<file path="config.mk">
export PLATFORM = sky130hd
export DESIGN_NAME = video_scale_stream_packer
export DESIGN_NICKNAME = d
export VERILOG_FILES = /design/src/rtl/video_scale_pkg.sv /design/src/rtl/video_sync_fifo.sv /design/src/rtl/video_scale_stream_packer.sv
export SDC_FILE = /design/constraint.sdc
export NUM_CORES = 1
export LEC_CHECK = 0
export ABC_AREA = 1
export BUFFER_PORTS_ARGS = -buffer_cell sky130_fd_sc_hd__buf_2
export CAP_MARGIN = 20
export CORE_MARGIN = 2
export CORE_UTILIZATION = 45
export DETAILED_ROUTE_END_ITERATION = 7
export PLACE_DENSITY = 0.71
export REMOVE_ABC_BUFFERS = 1
export SLEW_MARGIN = 20
export SYNTH_ARGS = -nofsm -noshare
export SYNTH_HDL_FRONTEND = slang
export SYNTH_SLANG_ARGS = --single-unit
</file>
<file path="constraint.sdc">
create_clock -name vin_clk -period 2.5 [get_ports vin_clk]
set_input_delay 0.25 -clock vin_clk [delete_from_list [all_inputs] [get_ports vin_clk]]
set_output_delay 0.25 -clock vin_clk [all_outputs]
set_load 0.1 [all_outputs]
</file>
<file path="src/rtl/video_scale_pkg.sv">
// Shared pixel and FIFO-entry types for the video scaler pipeline
// (downscaler -> stream packer).
package video_scale_pkg;

  localparam int PIXEL_DEPTH = 8;
  localparam int PIXEL_COLOR = 3;

  typedef logic [PIXEL_COLOR-1:0][PIXEL_DEPTH-1:0] pixel_t;

  typedef struct packed {
    pixel_t pixel;
    logic   sof;
    logic   eol;
  } fifo_entry_t;

  // Entries are packed as {pixel, sof, eol}; the flags occupy the low bits.
  localparam int ENTRY_FLAG_W  = 2;
  localparam int ENTRY_SOF_BIT = 1;
  localparam int ENTRY_EOL_BIT = 0;

  // A zero resolution would make the counter wrap points undefined.
  function automatic logic [15:0] clamp_res(input logic [15:0] res);
    return (res == 16'd0) ? 16'd1 : res;
  endfunction

endpackage

</file>
<file path="src/rtl/video_sync_fifo.sv">
// Single-clock show-ahead FIFO with occupancy level and synchronous flush.
// The head entry is visible on rd_data whenever the FIFO is not empty.
module video_sync_fifo #(
  parameter int DATA_W = 26,
  parameter int DEPTH  = 16
) (
  input  logic                   clk,
  input  logic                   srst,
  input  logic                   flush,
  input  logic                   wr_en,
  input  logic [DATA_W-1:0]      wr_data,
  input  logic                   rd_en,
  output logic [DATA_W-1:0]      rd_data,
  output logic                   full,
  output logic                   empty,
  output logic [$clog2(DEPTH):0] level
);

  localparam int AW = $clog2(DEPTH);
  localparam logic [AW-1:0] PTR_ONE  = {{(AW-1){1'b0}}, 1'b1};
  localparam logic [AW:0]   LVL_ONE  = {{AW{1'b0}}, 1'b1};
  localparam logic [AW:0]   LVL_FULL = {1'b1, {AW{1'b0}}};

  logic [DATA_W-1:0] mem [DEPTH];
  logic [AW-1:0]     wr_ptr_q, wr_ptr_d;
  logic [AW-1:0]     rd_ptr_q, rd_ptr_d;
  logic [AW:0]       level_q, level_d;
  logic              push;
  logic              pop;

  assign full  = (level_q == LVL_FULL);
  assign empty = (level_q == '0);
  assign level = level_q;
  assign push  = wr_en & ~full & ~flush;
  assign pop   = rd_en & ~empty & ~flush;

  // Drive zeros while empty so the output bus never shows stale entries.
  assign rd_data = empty ? '0 : mem[rd_ptr_q];

  always_comb begin
    wr_ptr_d = wr_ptr_q;
    rd_ptr_d = rd_ptr_q;
    level_d  = level_q;
    if (flush) begin
      wr_ptr_d = '0;
      rd_ptr_d = '0;
      level_d  = '0;
    end else begin
      if (push) wr_ptr_d = wr_ptr_q + PTR_ONE;
      if (pop)  rd_ptr_d = rd_ptr_q + PTR_ONE;
      case ({push, pop})
        2'b10:   level_d = level_q + LVL_ONE;
        2'b01:   level_d = level_q - LVL_ONE;
        default: level_d = level_q;
      endcase
    end
  end

  always_ff @(posedge clk) begin
    if (srst) begin
      wr_ptr_q <= '0;
      rd_ptr_q <= '0;
      level_q  <= '0;
    end else begin
      wr_ptr_q <= wr_ptr_d;
      rd_ptr_q <= rd_ptr_d;
      level_q  <= level_d;
    end
  end

  always_ff @(posedge clk) begin
    if (push) mem[wr_ptr_q] <= wr_data;
  end

endmodule

</file>
<file path="src/rtl/video_scale_stream_packer.sv">
// Frames the downscaler's pixel stream: tags each pixel with sof/eol from
// write-side x/y counters and buffers it in a show-ahead FIFO.
module video_scale_stream_packer #(
  parameter int iPIXEL_DEPTH = 8,
  parameter int iPIXEL_COLOR = 3,
  parameter int FIFO_DEPTH   = 16
) (
  input  logic                                 vin_clk,
  input  logic                                 rst,
  input  logic                                 frame_sync_n,
  input  logic [iPIXEL_COLOR*iPIXEL_DEPTH-1:0] vin_dat,
  input  logic                                 vin_valid,
  output logic                                 vin_ready,
  output logic [iPIXEL_COLOR*iPIXEL_DEPTH-1:0] vout_dat,
  output logic                                 vout_valid,
  input  logic                                 vout_ready,
  output logic                                 vout_sof,
  output logic                                 vout_eol,
  input  logic [15:0]                          vout_xres,
  input  logic [15:0]                          vout_yres,
  output logic                                 frame_done,
  output logic [$clog2(FIFO_DEPTH):0]          fifo_level
);

  import video_scale_pkg::*;

  localparam int PIX_W   = iPIXEL_COLOR * iPIXEL_DEPTH;
  localparam int ENTRY_W = PIX_W + ENTRY_FLAG_W;

  logic [15:0]        xres_l_q, xres_l_d;
  logic [15:0]        yres_l_q, yres_l_d;
  logic [15:0]        wr_x_q, wr_x_d;
  logic [15:0]        wr_y_q, wr_y_d;
  logic               frame_done_q, frame_done_d;

  logic               fifo_full;
  logic               fifo_empty;
  logic               wr_fire;
  logic               at_eol;
  logic               at_last_line;
  logic               at_sof;
  logic [ENTRY_W-1:0] wr_entry;
  logic [ENTRY_W-1:0] rd_entry;

  // Ready is never gated by vout_ready: a full FIFO blocks input even if a
  // read frees a slot in the same cycle.
  assign vin_ready    = ~rst & frame_sync_n & ~fifo_full;
  assign wr_fire      = vin_valid & vin_ready;

  assign at_sof       = (wr_x_q == 16'd0) && (wr_y_q == 16'd0);
  assign at_eol       = (wr_x_q == xres_l_q - 16'd1);
  assign at_last_line = (wr_y_q == yres_l_q - 16'd1);

  always_comb begin
    wr_entry                              = '0;
    wr_entry[ENTRY_W-1:ENTRY_FLAG_W]      = vin_dat;
    wr_entry[ENTRY_SOF_BIT]               = at_sof;
    wr_entry[ENTRY_EOL_BIT]               = at_eol;
  end

  always_comb begin
    xres_l_d     = xres_l_q;
    yres_l_d     = yres_l_q;
    wr_x_d       = wr_x_q;
    wr_y_d       = wr_y_q;
    frame_done_d = 1'b0;
    if (!frame_sync_n) begin
      xres_l_d = clamp_res(vout_xres);
      yres_l_d = clamp_res(vout_yres);
      wr_x_d   = 16'd0;
      wr_y_d   = 16'd0;
    end else if (wr_fire) begin
      frame_done_d = at_eol & at_last_line;
      if (at_eol) begin
        // Lines past the programmed height wrap back to a new frame.
        wr_x_d = 16'd0;
        wr_y_d = at_last_line ? 16'd0 : wr_y_q + 16'd1;
      end else begin
        wr_x_d = wr_x_q + 16'd1;
      end
    end
  end

  always_ff @(posedge vin_clk) begin
    if (rst) begin
      xres_l_q     <= 16'd1;
      yres_l_q     <= 16'd1;
      wr_x_q       <= 16'd0;
      wr_y_q       <= 16'd0;
      frame_done_q <= 1'b0;
    end else begin
      xres_l_q     <= xres_l_d;
      yres_l_q     <= yres_l_d;
      wr_x_q       <= wr_x_d;
      wr_y_q       <= wr_y_d;
      frame_done_q <= frame_done_d;
    end
  end

  video_sync_fifo #(
    .DATA_W (ENTRY_W),
    .DEPTH  (FIFO_DEPTH)
  ) u_fifo (
    .clk     (vin_clk),
    .srst    (rst),
    .flush   (~frame_sync_n),
    .wr_en   (wr_fire),
    .wr_data (wr_entry),
    .rd_en   (vout_ready),
    .rd_data (rd_entry),
    .full    (fifo_full),
    .empty   (fifo_empty),
    .level   (fifo_level)
  );

  assign vout_valid = ~fifo_empty;
  assign vout_dat   = rd_entry[ENTRY_W-1:ENTRY_FLAG_W];
  assign vout_sof   = rd_entry[ENTRY_SOF_BIT];
  assign vout_eol   = rd_entry[ENTRY_EOL_BIT];
  assign frame_done = frame_done_q;

endmodule

</file>
==> flow_metrics.env, run 1 <==
export IMPL_ys_ff_latch=498
export IMPL_power_frac_comb_pct=7.9
export IMPL_met3WireLength_microns=6284
export IMPL_fillers=3681
export IMPL_placed_cells=2690
export IMPL_synth_distinct_cells=43
export IMPL_cp_required_ns=2.25
export IMPL_finalMaxSlewViolations=0
export IMPL_ios=95
export IMPL_ir_drop_uv=604.4
export IMPL_cp_start_kind="flip-flop"
export IMPL_drt_vias_per_instance=5.830
export IMPL_ant_nets=0
export IMPL_worstHoldPathType="in -> reg"
export IMPL_hold_violations=0
export IMPL_intPower_uw=13640
export IMPL_min_from="vin_dat[2]"
export IMPL_die_h_microns=222.8
export IMPL_synth_area_sq_um=21550
export IMPL_first_pass_iters=5
export IMPL_seq_area_frac_synth_pct=65.59
export IMPL_synth_most_common_cell="edfxtp_1"
export IMPL_port_buffers=94
export IMPL_wl_met2_microns=31770
export IMPL_synth_commonest_cells="edfxtp_1, nor2_1, o21ai_0"
export IMPL_synth_ff_type="edfxtp_1"
export IMPL_setup_viol=26
export IMPL_clock_sinks=498
export IMPL_synth_edf_count=416
export IMPL_insertion_delay_ns=0.62
export IMPL_rsz0062_at_grt="true"
export IMPL_wl_met1_microns=24060
export IMPL_worstHoldEndpoint="u_fifo.mem[3][4]$_DFFE_PP_"
export IMPL_synth_area_per_cell_sq_um=10.64
export IMPL_switching_share_pct=23.59
export IMPL_cts_root_buf="clkbuf_16"
export IMPL_final_cells=2878
export IMPL_cts_tree="built"
export IMPL_period_minus_slack_ns=2.787
export IMPL_grt_pass1_wl_microns=94020
export IMPL_drc_errors=0
export IMPL_power_density_nw_per_um2=654.0
export IMPL_synth_area_leaders="edfxtp_1, dfxtp_1, o21ai_0"
export IMPL_fin_nets=2297
export IMPL_regToRegSetupSlack_ns=0.19
export IMPL_numCtsBuffers=52
export IMPL_htreeDepth=2
export IMPL_track_usage_pct=24.61
export IMPL_multiInputGateArea_sq_um=6888
export IMPL_p_sw_uw=4209
export IMPL_postSynthCellCount=2025
export IMPL_status="complete, but fails checks"
export IMPL_fin_crit_sh_pct=111.5
export IMPL_max_slew_margin_pct=60.25
export IMPL_worst_slack_ns=-0.2874
export IMPL_clk_pin_slew_ns=0.06
export IMPL_yosysWarnings=0
export IMPL_hpwl_microns=32540
export IMPL_clkPwrFrac_pct=41.3
export IMPL_yosysTopAreaCell="edfxtp_1"
export IMPL_reg2reg_from="u_fifo.level[0]$_SDFFE_PP0P_"
export IMPL_violations="negative setup slack"
export IMPL_grt_max_degree=53
export IMPL_power_leakage_uw=0.01000
export IMPL_synth_top_area_share_pct=57.97
export IMPL_r2r_end="u_fifo.level[4]$_SDFFE_PP0P_"
export IMPL_worstPathArrival_ns=2.54
export IMPL_grt_ovfl_total=0
export IMPL_placed_area_sq_um=23720
export IMPL_async_flop_share_pct=0
export IMPL_postLayoutCellArea_sq_um=27290
export IMPL_area_growth_pct=26.66
export IMPL_design_core_area_sq_um=47550
export IMPL_initial_core_util_pct=45.32
export IMPL_tightest_slew_ns=0.5956
export IMPL_max_freq_mhz=358.8
export IMPL_fin_tns_setup_ns=-3.801
export IMPL_antenna_found_initial=1
export IMPL_seqCellArea_sq_um=14140
export IMPL_top_layer="met4"
export IMPL_drive_gt1_share_pct=18.13
export IMPL_vias=16780
export IMPL_skew_ns=0.03433
export IMPL_power_uw=17850
export IMPL_crit_type="reg -> out"
export IMPL_maxCapViolCount=0
export IMPL_die_w_microns=222.8
export IMPL_grt_pass1_vias=16190
export IMPL_dp_slack_ns=0.06588
export IMPL_gp_congestion=0.8622
export IMPL_drt_iter0_drc=1965
export IMPL_critPathMaxFanout=6
export IMPL_pwr_share_seq_pct=50.8
export IMPL_cp_end_kind="output pin"
export IMPL_clock_path_buffers=3
export IMPL_drt_total_wl_microns=63900
export IMPL_worstHoldPathCells=1
export IMPL_wl_per_cell_microns=22.20
export IMPL_die_area_sq_um=49650
export IMPL_rows=80
export IMPL_reg2reg_depth=16
==> critical path, stage by stage (launching register included) <==
cell	delay, ns
dfxtp_4	0.35
buf_12	0.15
inv_16	0.08
buf_6	0.13
buf_12	0.15
buf_16	0.14
o21ai_1	0.08
o221ai_1	0.21
nand3_1	0.14
a21oi_2	0.20
buf_6	0.15
buf_12	0.17
==> state kept, by name, summed over array words and instances (netlist names), named ones only <==
signal and count:
frame_done 1, u_fifo.rd_ptr_q 4, xres_l_q 16, u_fifo.level 5, yres_l_q 16, wr_y_q 16, u_fifo.wr_ptr_q 4, u_fifo.mem 416
wr_x_q 16
==> cell usage in the layout, fill, tap and decap left out, drive strengths merged, types with 77 or more instances in the layout <==
master,n
dfxtp,82
inv,147
buf,202
o221ai,79
nand2,252
nor2,349
edfxtp,416
nand3,103
o21ai,268
clkbuf,77
==> layout make-up <==
type	count	area share [%]
multi-input cells	1271	25.24
inverters	148	2.132
flip-flops and latches	498	51.82
clock buffers	68	5.075
well taps	615	2.819
diodes	1	0.009169
clock inverters	27	0.8527
repair buffers	250	12.05
==> metal layers <==
| layer | vias up | global-route usage [%] |
|---|---|---|
| met4 | 0 | 8.530 |
| met1 | 8071 | 31.79 |
| met5 | - | 0 |
| met3 | 133 | 3.372 |
| met2 | 986 | 42.65 |
| li1 | 7590 | - |
==> repair_timing <==
item,in CTS,in global routing
endpoints found under the hold margin,79,0
setup buffers,21,5
resized for setup,104,99
gates cloned,23,10
pin swaps,31,69
setup endpoints to repair,26,71
hold buffers,38,0
==> through the flow <==
stage,hold slack (ns),utilization (%)
after floorplan,0.3489,-
after global placement,0.4565,49.90
after detailed placement,0.4636,49.90
after CTS,0.001717,56.54
after global routing,0.004599,57.40
final,0.01595,57.40
==> how the worst max path moves through the flow <==
stage | to | cells after the start | from | slack [ns]
6_report | vout_dat[13] | 11 | flip-flop | -0.29
5_1_grt | vout_dat[13] | 11 | flip-flop | -0.33
4_1_cts | vout_dat[9] | 9 | flip-flop | -0.24
3_5_place_dp | wr_y_q[0]$_SDFFE_PP0P_ | 15 | xres_l_q[0]$_SDFFE_PP1N_ | 0.07
3_3_place_gp | u_fifo.level[4]$_SDFFE_PP0P_ | 16 | u_fifo.level[0]$_SDFFE_PP0P_ | 0.14
2_1_floorplan | vout_dat[0] | 7 | flip-flop | -4.75
==> cell families after synthesis <==
kind of cell	share of synthesized area, %
xor gates and xnor gates	1.910
adders and majority gates	0.8710
and+or+nand+nor	15.00
AOI/OAI and AO/OA	12.07
buffers and inverters	4.552
DFF	65.59
==> power groups by stage <==
| stage | clock [uW] | sequential [uW] | combinational [uW] |
|---|---|---|---|
| after detailed placement | 0 | 9250 | 1220 |
| after CTS | 7430 | 9070 | 1360 |
| after global routing | 7800 | 9080 | 1510 |
| after global placement | 0 | 9250 | 1200 |
| after floorplan | 0 | 9270 | 703 |
| final | 7370 | 9070 | 1400 |
Note: power is estimated with default switching activity, not from simulation.
==> inputs of run 2 (changes only) <==
--- a/config.mk
+++ b/config.mk
@@ -9,11 +9,10 @@
 export BUFFER_PORTS_ARGS = -buffer_cell sky130_fd_sc_hd__buf_2
 export CAP_MARGIN = 20
 export CORE_MARGIN = 2
-export CORE_UTILIZATION = 45
+export CORE_UTILIZATION = 62
 export DETAILED_ROUTE_END_ITERATION = 7
-export PLACE_DENSITY = 0.71
+export PLACE_DENSITY = 0.87
 export REMOVE_ABC_BUFFERS = 1
-export SLEW_MARGIN = 20
 export SYNTH_ARGS = -nofsm -noshare
 export SYNTH_HDL_FRONTEND = slang
 export SYNTH_SLANG_ARGS = --single-unit
==> constraint.sdc (replaced) <==
create_clock -name vin_clk -period 2.7 [get_ports vin_clk]
set_input_delay 0.27 -clock vin_clk [delete_from_list [all_inputs] [get_ports vin_clk]]
set_output_delay 0.27 -clock vin_clk [all_outputs]
set_load 0.1 [all_outputs]
==> run 2 against run 1 <==
Net effect: the run still ends with negative setup slack left; power down 8.5%; cell count is 6.9% lower; die area decreased by 27%; largest cell class unchanged; worst setup slack improved by 0.063 ns; global-route usage increased by 9.9 points; critical path depth is 3 lower; first-iteration DRC count increased by 54%.
==> flow_metrics.env, run 2 (same netlist as run 1, synthesis figures left out) <==
export IMPL_status="complete, but fails checks"
export IMPL_violations="negative setup slack"
export IMPL_hpwl_microns=32110
export IMPL_worstPathArrival_ns=2.65
export IMPL_rows=68
export IMPL_cts_tree="built"
export IMPL_grt_max_degree=48
export IMPL_p_sw_uw=4034
export IMPL_numCtsBuffers=49
export IMPL_die_h_microns=190.4
export IMPL_antenna_found_initial=3
export IMPL_pwr_share_seq_pct=51.4
export IMPL_maxCapViolCount=0
export IMPL_skew_ns=0.03148
export IMPL_multiInputGateArea_sq_um=6769
export IMPL_layout_commonest_cell="edfxtp_1"
export IMPL_cp_required_ns=2.43
export IMPL_max_slew_margin_pct=46.74
export IMPL_drt_vias_per_instance=6.806
export IMPL_clock_path_buffers=3
export IMPL_first_pass_iters=6
export IMPL_largest_reg_flops=416
export IMPL_seqCellArea_sq_um=14140
export IMPL_drt_iter0_drc=3023
export IMPL_fin_nets=2255
export IMPL_grt_ovfl_total=0
export IMPL_reg2reg_from="u_fifo.level[0]$_SDFFE_PP0P_"
export IMPL_grt_pass1_vias=17110
export IMPL_setup_viol=15
export IMPL_ant_nets=0
export IMPL_wl_per_cell_microns=26.64
export IMPL_port_buffers=94
export IMPL_period_minus_slack_ns=2.925
export IMPL_worstHoldPathType="in -> reg"
export IMPL_rsz0062_at_grt="true"
export IMPL_max_freq_mhz=341.9
export IMPL_fillers=1929
export IMPL_power_leakage_uw=0.009657
export IMPL_top_register="u_fifo.mem"
export IMPL_gp_congestion=0.9249
export IMPL_drt_total_wl_microns=71330
export IMPL_power_uw=16340
export IMPL_tightest_slew_ns=0.7980
export IMPL_fin_crit_sh_pct=108.3
export IMPL_cts_root_buf="clkbuf_16"
export IMPL_switching_share_pct=24.69
export IMPL_critPathMaxFanout=8
export IMPL_crit_type="reg -> out"
export IMPL_power_density_nw_per_um2=618.9
export IMPL_clock_sinks=498
export IMPL_die_w_microns=190.4
export IMPL_htreeDepth=2
export IMPL_placed_cells=2511
export IMPL_worst_slack_ns=-0.2249
export IMPL_clkPwrFrac_pct=40.9
export IMPL_grt_pass1_wl_microns=94740
export IMPL_vias=18230
export IMPL_track_usage_pct=34.52
export IMPL_cp_end_kind="output pin"
export IMPL_layout_common_cells="edfxtp_1, nor2_1, nand2_1"
export IMPL_ios=95
export IMPL_cp_start_kind="flip-flop"
export IMPL_clk_pin_slew_ns=0.06
export IMPL_initial_core_util_pct=62.69
export IMPL_whs_ns=0.004080
export IMPL_drive_gt1_share_pct=15.45
export IMPL_fin_tns_setup_ns=-1.347
export IMPL_finalMaxSlewViolations=0
export IMPL_intPower_uw=12300
export IMPL_design_core_area_sq_um=34370
export IMPL_power_frac_comb_pct=7.7
export IMPL_area_growth_pct=22.51
export IMPL_post_route_util_pct=76.80
export IMPL_die_area_sq_um=36260
export IMPL_drc_errors=0
export IMPL_hold_violations=0
export IMPL_min_from="vout_xres[12]"
export IMPL_insertion_delay_ns=0.59
export IMPL_final_cells=2678
export IMPL_ir_drop_uv=520.7
## run 2: cell types whose count changed in the layout (fill, tap and decap cells not counted), moves of 9 or more
cell / delta
buf_4: -15
dlygate4sd3_1: -11
nor2_1: +17
nor2_2: -15
o21ai_0: +30
o21ai_1: -21
o21ai_2: -9
## run 2: repair_timing
item | 4_1_cts | 5_1_grt
endpoints found under the hold margin | 27 | 0
setup endpoints to repair | 26 | 27
hold buffers | 27 | 0
gates resized for setup | 61 | 59
gates cloned | 11 | 12
pin swaps | 9 | 38
buffers inserted | 2 | 20
## run 2: final cells by class
cell class	count	area share (%)
flip-flops and latches	498	53.57
multi-input cells	1271	25.64
repair buffers	208	10.46
clock buffers	58	4.891
inverters	148	2.261
well taps	455	2.157
clock inverters	34	0.8532
repair inverters	3	0.1375
diodes	3	0.02844
## run 2: worst paths after layout
path,endpoint,slack [ns],cells past startpoint
max,vout_dat[6],-0.22,8
min,xres_l_q[12]$_SDFFE_PP0N_,0.004,3
max reg2reg,u_fifo.level[4]$_SDFFE_PP0P_,0.20,16
min reg2reg,u_fifo.level[4]$_SDFFE_PP0P_,0.50,1
## run 2: routing by layer
| metal | vias up | wire length (microns) | track usage, % |
|---|---|---|---|
| met5 | - | 13 | 0 |
| met4 | 2 | 5813 | 19.47 |
| li1 | 7505 | - | - |
| met3 | 524 | 9583 | 5.466 |
| met1 | 8481 | 22160 | 41.62 |
| met2 | 1714 | 33760 | 59.38 |
## run 2: through the flow
stage | area (sq um) | setup slack (ns)
after global routing | 26390 | -0.2150
after detailed placement | 23350 | 0.09785
after floorplan | 21120 | -4.571
after global placement | 23350 | 0.1748
final | 26400 | -0.2249
after CTS | 25740 | -0.01119
## run 2: critical path, cell delays in order, from the launching register on
cell and delay, ns:
dfxtp_4 0.37, buf_12 0.19, buf_12 0.16, clkbuf_16 0.17, o21ai_0 0.12, o221ai_1 0.38, nand3_1 0.19, a21oi_2 0.26
buf_12 0.21
## run 2: power groups by stage
stage	clock network (uW)	logic, uW	registers [uW]
3_5_place_dp	0	1100	8560
4_1_cts	6450	1190	8400
3_3_place_gp	0	1070	8560
6_report	6680	1260	8400
2_1_floorplan	0	651	8590
5_1_grt	6890	1340	8400
==> inputs of run 3 (changes only) <==
--- a/config.mk
+++ b/config.mk
@@ -9,9 +9,9 @@
 export BUFFER_PORTS_ARGS = -buffer_cell sky130_fd_sc_hd__buf_2
 export CAP_MARGIN = 20
 export CORE_MARGIN = 2
-export CORE_UTILIZATION = 62
+export CORE_UTILIZATION = 60
 export DETAILED_ROUTE_END_ITERATION = 7
-export PLACE_DENSITY = 0.87
+export PLACE_DENSITY = 0.85
 export REMOVE_ABC_BUFFERS = 1
 export SYNTH_ARGS = -nofsm -noshare
 export SYNTH_HDL_FRONTEND = slang
==> run 3 against run 2 <==
Net effect: the flow still finishes with violations (negative setup slack); register-to-register slack lost 0.02 ns; via count is 3.7% lower; combinational power hardly changed; clock skew is 0.0070 ns lower; critical endpoint is now vout_dat[4].
==> flow_metrics.env, run 3 (same netlist as run 1, synthesis figures left out) <==
export IMPL_area_growth_pct=20.11
export IMPL_seqCellArea_sq_um=14140
export IMPL_die_area_sq_um=37450
export IMPL_wl_per_cell_microns=24.24
export IMPL_skew_ns=0.02452
export IMPL_hold_violations=0
export IMPL_top_register="u_fifo.mem"
export IMPL_tightest_slew_ns=0.6315
export IMPL_die_w_microns=193.5
export IMPL_cp_end_kind="output pin"
export IMPL_rows=69
export IMPL_largest_reg_flops=416
export IMPL_cp_slowest_stage_delay_ns=0.45
export IMPL_violations="negative setup slack"
export IMPL_max_freq_mhz=347.9
export IMPL_fin_tns_setup_ns=-0.5676
export IMPL_whs_ns=0.02993
export IMPL_drive_gt1_share_pct=14.44
export IMPL_die_h_microns=193.5
export IMPL_layout_commonest_cell="edfxtp_1"
export IMPL_clock_sinks=498
export IMPL_cp_required_ns=2.43
export IMPL_critPathSlowestCell="dfxtp_4"
export IMPL_drt_vias_per_instance=6.566
export IMPL_worstPathCellList="buf_12 > buf_16 > o21ai_0 > o22ai_1 > nor2_1 > nor2_1 > o21ai_0 > a21oi_2 > buf_12"
export IMPL_multiInputGateArea_sq_um=6734
export IMPL_ios=95
export IMPL_numCtsBuffers=49
export IMPL_crit_type="reg -> out"
export IMPL_initial_core_util_pct=60.73
export IMPL_fin_crit_sh_pct=106.5
export IMPL_grt_max_degree=54
export IMPL_grt_ovfl_total=0
export IMPL_cp_start_kind="flip-flop"
export IMPL_port_buffers=94
export IMPL_max_slew_margin_pct=57.85
export IMPL_reg2reg_from="u_fifo.level[0]$_SDFFE_PP0P_"
export IMPL_fillers=2149
export IMPL_grt_pass1_wl_microns=91250
export IMPL_period_minus_slack_ns=2.874
export IMPL_antenna_found_initial=2
export IMPL_min_from="vout_xres[0]"
export IMPL_rsz0062_at_grt="true"
export IMPL_drc_errors=0
export IMPL_grt_pass1_vias=16560
export IMPL_critPathMaxFanout=13
export IMPL_design_core_area_sq_um=35480
export IMPL_vias=17550
export IMPL_layout_common_cells="edfxtp_1, nor2_1, o21ai_0"
export IMPL_htreeDepth=2
export IMPL_fin_nets=2245
export IMPL_clock_path_buffers=3
export IMPL_cts_root_buf="clkbuf_16"
export IMPL_status="complete, but fails checks"
export IMPL_track_usage_pct=31.24
export IMPL_ant_nets=0
export IMPL_clk_pin_slew_ns=0.06
export IMPL_critPathBufInv=3
export IMPL_gp_congestion=0.9121
export IMPL_power_density_nw_per_um2=622.9
export IMPL_first_pass_iters=6
export IMPL_power_uw=16120
export IMPL_cts_tree="built"
export IMPL_finalMaxSlewViolations=0
export IMPL_maxCapViolCount=0
export IMPL_drt_total_wl_microns=64800
export IMPL_insertion_delay_ns=0.59
export IMPL_worstPathArrival_ns=2.60
export IMPL_cpLargestDelayFamily="compound AO/OA/AOI/OAI gates"
export IMPL_ir_drop_uv=596.8
export IMPL_power_leakage_uw=0.009480
export IMPL_drt_iter0_drc=2937
export IMPL_worst_slack_ns=-0.1744
export IMPL_hpwl_microns=32130
export IMPL_setup_viol=9
export IMPL_worstHoldPathType="in -> reg"
run 3: cell types whose count changed in the layout (fill, tap and decap cells not counted), sizes merged:
cell         change
bufinv           +1
inv              -1
clkinv           -8
clkbuf           +3
buf             -10
dlygate4sd3      +4
run 3: per-layer routing:
layer	vias to the layer above	share of wire, %	track usage (%)
li1	7489	-	-
met1	8152	33	38.58
met2	1576	49	53.52
met3	333	13	5.213
met4	0	5.8	15.52
met5	-	0	0
run 3: power breakdown:
group	internal, uW	switching [uW]	total, uW
sequential	8360	43.8	8400
combinational	396	838	1230
clock	3540	2940	6480
run 3: worst register-to-register path, delay by kind of cell, from the launching register on:
family / cells / cell delay, ns
simple gates: 8 / 0.81
buf+inv: 1 / 0.10
fa+ha+maj: 2 / 0.42
xor+xnor: 1 / 0.16
compound gates: 4 / 0.56
flops: 1 / 0.37
run 3: worst paths after layout:
check | slack [ns] | end | depth (start not counted)
worst max-delay path | -0.17 | vout_dat[4] | 9
worst min-delay path | 0.03 | xres_l_q[0]$_SDFFE_PP1N_ | 3
worst max register to register | 0.18 | u_fifo.level[4]$_SDFFE_PP0P_ | 16
worst min register to register | 0.47 | flip-flop | 2
run 3: per-stage QoR:
step | area [sq um] | utilization, % | worst slack, ns | std cells
2_1_floorplan | 21120 | - | -4.571 | 1917
3_5_place_dp | 23310 | 65.68 | 0.1106 | 2523
6_report | 25880 | 72.94 | -0.1744 | 2673
4_1_cts | 25460 | 71.74 | -0.05503 | 2655
3_3_place_gp | 23310 | 65.68 | 0.2614 | 2523
5_1_grt | 25880 | 72.93 | -0.2402 | 2671
run 3: what timing repair did:
action	CTS	global route
buffers inserted	4	5
endpoints found under the setup margin	23	28
hold buffers	31	0
cloned	6	10
pin swaps	3	25
gates resized for setup	30	51
endpoints found under the hold margin	31	0
run 3: area by class of cell:
type	count	share of cell area, %
well taps	461	2.229
inverters	148	2.214
clock inverters	29	0.7735
multi-input cells	1271	26.02
clock buffers	62	4.926
flip-flops and latches	498	54.65
repair buffers	201	9.166
diodes	3	0.02901
